--- src/rtl/gb_lcd_pkg.sv ---
// ---------------------------------------------------------------------------
// gb_lcd_pkg
// Shared definitions for the LCD pixel transmit path:
//   - STAT mode encodings (lcd_mode_e)
//   - DMG/GBC line and frame timing constants
//   - pixel and counter widths
//   - mode_for(): STAT mode of the dot being entered
// No ports (package).
// ---------------------------------------------------------------------------
package gb_lcd_pkg;

  localparam int unsigned DOTS_PER_LINE = 456;
  localparam int unsigned LINES         = 154;
  localparam int unsigned VIS_LINES     = 144;
  localparam int unsigned OAM_DOTS      = 80;
  localparam int unsigned H_PIX         = 160;

  localparam int unsigned PIX_W    = 15;
  localparam int unsigned DOT_W    = 9;
  localparam int unsigned LY_W     = 8;
  localparam int unsigned PIXCNT_W = 8;

  typedef enum logic [1:0] {
    MODE_HBL  = 2'd0,
    MODE_VBL  = 2'd1,
    MODE_OAM  = 2'd2,
    MODE_XFER = 2'd3
  } lcd_mode_e;

  // Mode for a dot about to be entered. pixcnt is the pixel count that will
  // hold after that edge, so the 160th transfer ends mode 3 immediately.
  function automatic lcd_mode_e mode_for(
    input logic                vblank,
    input logic [DOT_W-1:0]    dot,
    input logic [PIXCNT_W-1:0] pixcnt
  );
    if (vblank)                         return MODE_VBL;
    if (dot < DOT_W'(OAM_DOTS))         return MODE_OAM;
    if (pixcnt < PIXCNT_W'(H_PIX))      return MODE_XFER;
    return MODE_HBL;
  endfunction

endpackage

--- src/rtl/lcd_tx_timing.sv ---
// ---------------------------------------------------------------------------
// lcd_tx_timing
// Dot and line counters for the LCD transmit side, plus look-ahead strobes.
// Ports:
//   i_clk          system clock
//   i_rst_n        asynchronous active-low reset
//   i_ce           dot clock enable
//   i_on           LCD enable; counters clear and hold while low
//   o_ly           current line
//   o_dot_next     dot that the next advancing edge enters
//   o_vblank_next  line that the next advancing edge enters is vblank
//   o_adv          counters advance on this edge (ce & on)
//   o_line_wrap    this edge leaves dot 455
//   o_vs_start     this edge enters line 144 dot 0
// ---------------------------------------------------------------------------
module lcd_tx_timing
  import gb_lcd_pkg::*;
(
  input  logic            i_clk,
  input  logic            i_rst_n,
  input  logic            i_ce,
  input  logic            i_on,
  output logic [LY_W-1:0] o_ly,
  output logic [DOT_W-1:0] o_dot_next,
  output logic            o_vblank_next,
  output logic            o_adv,
  output logic            o_line_wrap,
  output logic            o_vs_start
);

  logic [DOT_W-1:0] r_dot;
  logic [LY_W-1:0]  r_ly;

  logic             w_dot_last;
  logic             w_ly_last;
  logic [DOT_W-1:0] w_dot_next;
  logic [LY_W-1:0]  w_ly_next;

  assign w_dot_last = (r_dot == DOT_W'(DOTS_PER_LINE - 1));
  assign w_ly_last  = (r_ly == LY_W'(LINES - 1));
  assign w_dot_next = w_dot_last ? '0 : r_dot + DOT_W'(1);
  assign w_ly_next  = w_dot_last ? (w_ly_last ? '0 : r_ly + LY_W'(1)) : r_ly;

  assign o_adv         = i_ce & i_on;
  assign o_line_wrap   = o_adv & w_dot_last;
  assign o_vs_start    = o_line_wrap & (r_ly == LY_W'(VIS_LINES - 1));
  assign o_dot_next    = w_dot_next;
  assign o_vblank_next = (w_ly_next >= LY_W'(VIS_LINES));
  assign o_ly          = r_ly;

  always_ff @(posedge i_clk or negedge i_rst_n) begin
    if (!i_rst_n) begin
      r_dot <= '0;
      r_ly  <= '0;
    end else if (!i_on) begin
      r_dot <= '0;
      r_ly  <= '0;
    end else if (i_ce) begin
      r_dot <= w_dot_next;
      r_ly  <= w_ly_next;
    end
  end

endmodule

--- src/rtl/lcd_pixel_tx.sv ---
// ---------------------------------------------------------------------------
// lcd_pixel_tx
// Transmit end of the LCD pixel interface. Generates line/frame timing,
// drains the PPU pixel pipeline over valid/ready and drives the LCD stream.
// Ports:
//   i_clk_sys     system clock
//   i_reset_n     asynchronous active-low reset
//   i_ce          dot clock enable
//   i_on          LCDC.7 LCD enable
//   i_pix_valid   pipeline has a pixel
//   i_pix_data    pixel value (RGB555, or DMG shade in [1:0])
//   o_pix_ready   pixel accepted this cycle when valid & ready
//   o_lcd_clkena  one-cycle pixel strobe
//   o_data        pixel value, qualified by o_lcd_clkena
//   o_mode        STAT mode (0 hblank, 1 vblank, 2 OAM, 3 transfer)
//   o_lcd_vs      vsync pulse on entry to line 144
//   o_ly          current line
//   o_underrun    sticky: a line ended short of 160 pixels
// ---------------------------------------------------------------------------
module lcd_pixel_tx
  import gb_lcd_pkg::*;
(
  input  logic             i_clk_sys,
  input  logic             i_reset_n,
  input  logic             i_ce,
  input  logic             i_on,
  input  logic             i_pix_valid,
  input  logic [PIX_W-1:0] i_pix_data,
  output logic             o_pix_ready,
  output logic             o_lcd_clkena,
  output logic [PIX_W-1:0] o_data,
  output logic [1:0]       o_mode,
  output logic             o_lcd_vs,
  output logic [LY_W-1:0]  o_ly,
  output logic             o_underrun
);

  lcd_mode_e             r_mode;
  logic [PIXCNT_W-1:0]   r_pixcnt;
  logic                  r_clkena;
  logic [PIX_W-1:0]      r_data;
  logic                  r_vs;
  logic                  r_underrun;
  logic                  r_on_q;

  logic                  w_adv;
  logic                  w_line_wrap;
  logic                  w_vs_start;
  logic                  w_vblank_next;
  logic [DOT_W-1:0]      w_dot_next;
  logic                  w_pix_ready;
  logic                  w_xfer;
  logic                  w_last_pix;
  logic                  w_underrun_set;
  logic [PIXCNT_W-1:0]   w_pixcnt_next;
  lcd_mode_e             w_mode_next;

  lcd_tx_timing u_timing (
    .i_clk         (i_clk_sys),
    .i_rst_n       (i_reset_n),
    .i_ce          (i_ce),
    .i_on          (i_on),
    .o_ly          (o_ly),
    .o_dot_next    (w_dot_next),
    .o_vblank_next (w_vblank_next),
    .o_adv         (w_adv),
    .o_line_wrap   (w_line_wrap),
    .o_vs_start    (w_vs_start)
  );

  assign w_pix_ready = i_ce & i_on & (r_mode == MODE_XFER) &
                       (r_pixcnt < PIXCNT_W'(H_PIX));
  assign w_xfer      = i_pix_valid & w_pix_ready;
  assign w_last_pix  = w_xfer & (r_pixcnt == PIXCNT_W'(H_PIX - 1));

  // Leaving dot 455 still in transfer means the line was starved, unless the
  // 160th pixel is being taken on that very edge.
  assign w_underrun_set = w_line_wrap & (r_mode == MODE_XFER) & ~w_last_pix;

  // Next-state for the mode register.
  always_comb begin
    w_pixcnt_next = r_pixcnt;
    w_mode_next   = r_mode;
    if (w_line_wrap) begin
      w_pixcnt_next = '0;
    end else if (w_xfer) begin
      w_pixcnt_next = r_pixcnt + PIXCNT_W'(1);
    end
    if (!i_on) begin
      w_mode_next = MODE_HBL;
    end else if (w_adv) begin
      w_mode_next = mode_for(w_vblank_next, w_dot_next, w_pixcnt_next);
    end else if (!r_on_q) begin
      // Enabled without a dot enable yet: frame sits at ly 0 dot 0 in OAM.
      w_mode_next = MODE_OAM;
    end
  end

  always_ff @(posedge i_clk_sys or negedge i_reset_n) begin
    if (!i_reset_n) begin
      r_mode <= MODE_HBL;
    end else begin
      r_mode <= w_mode_next;
    end
  end

  always_ff @(posedge i_clk_sys or negedge i_reset_n) begin
    if (!i_reset_n) begin
      r_pixcnt   <= '0;
      r_clkena   <= 1'b0;
      r_data     <= '0;
      r_vs       <= 1'b0;
      r_underrun <= 1'b0;
      r_on_q     <= 1'b0;
    end else begin
      r_on_q   <= i_on;
      // Strobes are single-cycle; both are already gated by ce & on.
      r_clkena <= w_xfer;
      r_vs     <= w_vs_start;
      if (w_xfer) begin
        r_data <= i_pix_data;
      end
      if (w_underrun_set) begin
        r_underrun <= 1'b1;
      end
      if (!i_on) begin
        r_pixcnt <= '0;
      end else if (w_adv) begin
        r_pixcnt <= w_pixcnt_next;
      end
    end
  end

  assign o_pix_ready  = w_pix_ready;
  assign o_lcd_clkena = r_clkena;
  assign o_data       = r_data;
  assign o_mode       = r_mode;
  assign o_lcd_vs     = r_vs;
  assign o_underrun   = r_underrun;

endmodule

--- config.mk ---
export PLATFORM = sky130hd
export DESIGN_NAME = lcd_pixel_tx
export DESIGN_NICKNAME = d
export VERILOG_FILES = /design/src/rtl/gb_lcd_pkg.sv /design/src/rtl/lcd_tx_timing.sv /design/src/rtl/lcd_pixel_tx.sv
export SDC_FILE = /design/constraint.sdc
export NUM_CORES = 1
export LEC_CHECK = 0
export ABC_AREA = 1
export BUFFER_PORTS_ARGS = -buffer_cell sky130_fd_sc_hd__buf_2
export CAP_MARGIN = 30
export CORE_MARGIN = 3
export CORE_UTILIZATION = 59
export DETAILED_ROUTE_END_ITERATION = 16
export GPL_ROUTABILITY_DRIVEN = 1
export GPL_TIMING_DRIVEN = 0
export PLACE_DENSITY = 0.92
export SLEW_MARGIN = 20
export SYNTH_ARGS = -nofsm -noshare
export SYNTH_HDL_FRONTEND = slang
export SYNTH_SLANG_ARGS = --single-unit
--- constraint.sdc ---
create_clock -name i_clk_sys -period 2.2 [get_ports i_clk_sys]
set_input_delay 0.22 -clock i_clk_sys [delete_from_list [all_inputs] [get_ports i_clk_sys]]
set_output_delay 0.22 -clock i_clk_sys [all_outputs]
set_load 0.02 [all_outputs]
# == Word-level counts from Yosys, hierarchy flattened ==
# Index checks and enable logic that the tools add are counted.
# word_totals
register_bits,46
out_inout_bits,29
# classes
addsub,3
order_cmp,4
eq_ne,8
mux,32
bitwise,10
# op_table
operator,count
$mux 8,8
$mux 9,3
$eq 8x8->1 const B,3
$mux 2,9
$add 8x1->8 const B,2
$lt 8x8->1 const B,2
$mux 1,12
$add 9x1->9 const B,1
$and 1x1->1,9
$eq 9x9->1 const B,1
$lt 9x7->1 const B,1
$ge 8x8->1 const B,1
$ne 3x2->1 const B,1
$eq 2x2->1 const B,1
$ne 2x1->1 const B,1
$ne 2x2->1 const B,1
$not 1->1,1

# == Longest topological paths before layout ==
# logic_depth
word_depth,19
ltp_mapped,14
ltp_nobuf,14

# == Hierarchy ==
# A second synthesis with hierarchy kept.
# unflattened
hier_cells,345
hier_area_um2,2552.4
# by_module_without_submodules
mod,n_inst,cells_per_inst,area_each_um2,seq_area_each_um2
lcd_pixel_tx,1,169,1366.3,725.7
lcd_tx_timing,1,176,1186.1,425.4

# == Least setup slack after synthesis ==
# No wires, ideal clock.
# synth_timing
path_kind,register to register
from,"register u_timing.r_ly[0], in the netlist u_timing.o_ly[0]"
to,"register r_mode[0], in the netlist o_mode[0]"
setup_time_ns,0.117
t_arrival_ns,1.490
required_ns,2.083
setup_slack_ns,0.593
stages_incl_launch_ff,11
n_path_buf,0
period_less_slack_ns,1.607
cell_sequence,dfrtp_1 -> ha_1 -> nand3_1 -> nor3_1 -> nand2_2 -> nand3_2 -> nand3_1 -> nand2_1 -> nand2_1 -> nand2_1 -> nand2_1
# synth_between
elab_chain_len,10
elab_cells_between_ends,11
classes_between,1 x add/sub; 1 x order compare; 1 x eq/ne; 8 x mux
# synth_lines
item,line,text
start: declaration,lcd_tx_timing.sv:32,logic [LY_W-1:0] r_ly;
start signal: assignment,lcd_tx_timing.sv:60,r_ly <= w_ly_next;
$add 8x1->8 / $eq 8x8->1 (equally long branches),"lcd_tx_timing.sv:42, lcd_tx_timing.sv:40",
$mux 8,lcd_tx_timing.sv:42,assign w_ly_next = w_dot_last ? (w_ly_last ? '0 : r_ly + LY_W'(1)) : r_ly;
$mux 8 *,lcd_tx_timing.sv:42,
$ge 8x8->1 *,lcd_tx_timing.sv:48,assign o_vblank_next = (w_ly_next >= LY_W'(VIS_LINES));
$mux 1 *,gb_lcd_pkg.sv:37,if (vblank) return MODE_VBL;
$mux 1 *,lcd_pixel_tx.sv:91,end else if (w_adv) begin
$mux 1 *,lcd_pixel_tx.sv:89,if (!i_on) begin
$mux 2 *,gb_lcd_pkg.sv:38,if (dot < DOT_W'(OAM_DOTS)) return MODE_OAM;
$mux 2 *,lcd_pixel_tx.sv:91,
$mux 2 *,lcd_pixel_tx.sv:89,
end signal: assignment,lcd_pixel_tx.sv:103,r_mode <= w_mode_next;
end: declaration,lcd_pixel_tx.sv:38,lcd_mode_e r_mode;
# Mark *: on every way between the ends. The rest lies on a longest branch, timed or not. The select of a mux whose other input is x is not followed.
# A chain may end at the register's enable or synchronous reset.

# == Final worst setup path ==
# layout_timing
from,"register u_timing.r_ly[1], in the netlist u_timing.o_ly[1]"
to,"register r_mode[0], in the netlist o_mode[0]"
# Same word-level chain as after synthesis.

==> results by group <==
Global routing
  • Number of global-route vias before repair: 2383
  • Total track usage: 24.61%
  • Grt ovf: 0
  • Largest net degree at the start of global routing: 35
  • GR Layer Usage met1: 30.54%
  • Initial antenna violation count: 0
  • Met2 Usage GRT: 43.37%
  • Gr busiest metal: met2
  • GRT met3 Usage: 5.679%
  • First-pass GRT wire length: 10140 um

Timing
  • Final period util: 81.86%
  • Max-slew headroom: 65.33%
  • Setup TNS: 0 ps
  • Fin. max-slew vios: 0
  • Unrepaired setup endpoints after global routing: false
  • Final setup violation count: 0
  • Actual slew at the worst max-slew pin: 520.1 ps
  • Max Fclk: 0.5552 GHz
  • Tmin final: 1801 ps
  • Clock Skew: 8.049 ps
  • Final hold vios: 0

Setup path
  • Setup crit end kind: flop
  • CP endpoint: o_mode[0]
  • Reg2reg setup slack: 400 ps
  • R2R Path Start: u_timing.o_ly[1]
  • Most used cell, CP: nand2_1
  • Worst path slowest cell: dfrtp_1
  • WS Path Type: reg2reg
  • CP required: 2390 ps
  • Worst path max stage delay: 410 ps
  • CP max FO: 4
  • Crit path cell chain: inv_1 > ha_1 > nand3_1 > nor3_1 > inv_1 > nand3_1 > a21boi_1 > nand2_1 > nand2_1 > nand2_1 > nand2_1
  • WP data arrival: 1990 ps
  • R2R Path End: o_mode[0]
  • Startpoint types: flop
  • R2r worst-path depth: 11
  • Crit path from: u_timing.o_ly[1]

Final layout
  • Share of cells above drive strength 1: 26.25%
  • Area grow syn2layout: 17.38%
  • Nets: 405
  • Antenna diode count: 0
  • Most frequent cells in the layout: 113 x nand2_1, 50 x buf_2, 46 x dfrtp_1, 32 x inv_1, 22 x nand3_1
  • Most common cell after layout, fill and taps aside: nand2_1
  • Reg area: 1151 um^2
  • Fillcell total: 276
  • Area occupied by multi-input gates: 1207 um^2

Floorplanning
  • Core box area: 4086 um^2
  • Die W: 71.90 um
  • Die Span Y: 71.90 um
  • Row count: 23
  • Starting Density: 62.71%
  • Num ports: 49
  • Die Area: 5170 um^2

Yosys
  • Synth warn: 0
  • Post-Syn Nets: 348
  • Ys async rst share: 100.0%
  • Biggest area consumer among synthesized cells: dfrtp_1
  • FF+latch count, synth: 46
  • Synth area leaders: dfrtp_1 45%, nand2_1 17%, inv_1 4.7%
  • Yosys top cell area share: 44.92%
  • Post-synth top flop: dfrtp_1
  • EDFF count, synth: 0
  • Synth unique cells: 39
  • Mean post-synth cell area: 7.909 um^2
  • Syn Std Cell Area: 2562 um^2
  • Gate Count Post-Synth: 324
  • Register area share after synthesis: 44.92%

Clocking
  • Post-CTS Resized: 0
  • Root Driver: clkbuf_8
  • CTS clk-pin slew, worst paths: 90 ps
  • CTS H-tree lvls: 2
  • CTS tree: yes
  • Bufs on Longest Clock Path: 2
  • Num CTS Buffers: 5
  • CTS Sinks: 46
  • Clk Latency, worst-skew pair: 300 ps

Hold path
  • Min-delay worst type: in2reg

Drt
  • Average wire per standard cell: 13.91 um
  • Starting DRT DRC Count: 109
  • Via/cell ratio: 5.568
  • Drt drc: 0
  • Pre-antenna DRT Iters: 4
  • Antenna Violating Nets Remaining: 0
  • DRT Wirelength: 5994 um
  • Vias post-DR: 2400

Place
  • Port buffer count: 48
  • GP Congestion: 0.8951
  • Final HPWL DP: 4406 um

Pwr
  • VDD IR max: 0.4236 mV
  • Total power: 0.001596 W
  • Power per cell area: 530.6 nW/um^2
  • Leak Pwr: 1.588 nW

Flow run
  • Max Cap Violations: 0

Status
  • Status: finished clean
-- cell type report --
| type | instances | share of cell area [%] |
|---|---|---|
| Buffer | 7 | 1.581 |
| Clock buffer | 6 | 2.745 |
| Clock inverter | 1 | 0.9983 |
| Inverter | 40 | 5.200 |
| Multi-Input combinational cell | 231 | 40.14 |
| Sequential cell | 46 | 38.27 |
| Tap cell | 50 | 2.080 |
| Timing Repair Buffer | 50 | 8.985 |
-- per-layer routing --
metal | wire (um) | vias to the layer above
met5 | 0 | -
met3 | 376 | 15
met4 | 100 | 0
li1 | - | 1155
met2 | 3025 | 88
met1 | 2492 | 1142
-- kinds of logic (layout without fill, tap and decap cells) --
| group | count (synthesis) | count (layout) | share of synthesized area, % |
|---|---|---|---|
| adder cells (fa/ha/maj) | 4 | 4 | 1.953 |
| AND/OR/NAND/NOR | 191 | 191 | 35.50 |
| flip-flops | 46 | 46 | 44.92 |
| AO/OA/AOI/OAI | 33 | 33 | 8.644 |
| XOR/XNOR | 3 | 3 | 1.026 |
| buffers and inverters | 47 | 104 | 7.959 |
-- where the power goes --
part	total, W	switching, W	internal [W]
sequential	0.000861	0.00000689	0.000854
clock	0.000642	0.000278	0.000364
combinational	0.0000929	0.0000613	0.0000316
total	0.00160	0.000346	0.00125
-- worst min-delay path by stage --
stage	start	endpoint	cells after the start
2_1_floorplan	i_reset_n	o_data[0]	0
3_3_place_gp	i_on	r_on_q	1
3_5_place_dp	i_reset_n	r_pixcnt[7]	1
4_1_cts	i_on	r_on_q	1
5_1_grt	i_pix_data[14]	o_data[14]	3
6_report	i_on	r_on_q	1
-- registers in the layout, summed over array words and instances, names as in the netlist --
signal	cells
o_data	15
u_timing.r_dot	9
r_pixcnt	8
u_timing.o_ly	8
o_mode	2
o_lcd_clkena	1
o_lcd_vs	1
o_underrun	1
r_on_q	1
-- worst max-delay path: cells and delay by family, from the launching register on --
kind	cells	cell delay [ps]
adder cells (fa/ha/maj)	1	150
buffers and inverters	2	210
AO/OA/AOI/OAI	1	90
AND/OR/NAND/NOR	7	840
flip-flops	1	410
-- synth_stat cells, types with 2 or more instances --
cell type and number:
nand2_1 113, nand4_1 8, o21ai_0 7, buf_2 2, xor2_1 3, inv_1 32
ha_1 4, a21oi_1 4, clkinv_2 3, nor2_1 13, nand2_2 11, nor2_2 5
buf_4 3, dfrtp_1 46, a22o_1 2, nor3_1 5, inv_2 3, nand3_1 22
o22ai_1 8, o32ai_1 3, o21ai_1 2, nand3_2 2, nor2_4 7
-- timing repair --
action                    4_1_cts  5_1_grt
setup buffers                   0        0
hold buffers                    1        0
hold endpoints to repair       12        0
-- per-stage QoR --
stage / setup WS [ps] / area (um^2) / cells / util, % / hold WS, ps
finish: 399.0 / 3008 / 431 / 73.61 / 106.9
global route: 227.6 / 3008 / 431 / 73.61 / 99.75
CTS: 400.8 / 3008 / 431 / 73.61 / 101.6
detailed placement: 434.3 / 2885 / 423 / 70.61 / 136.3
global placement: 511.9 / 2865 / 422 / 70.12 / 406.4
floorplan: 593.5 / 2562 / 324 / - / -75.59
Note: power is estimated with default switching activity, not from simulation.
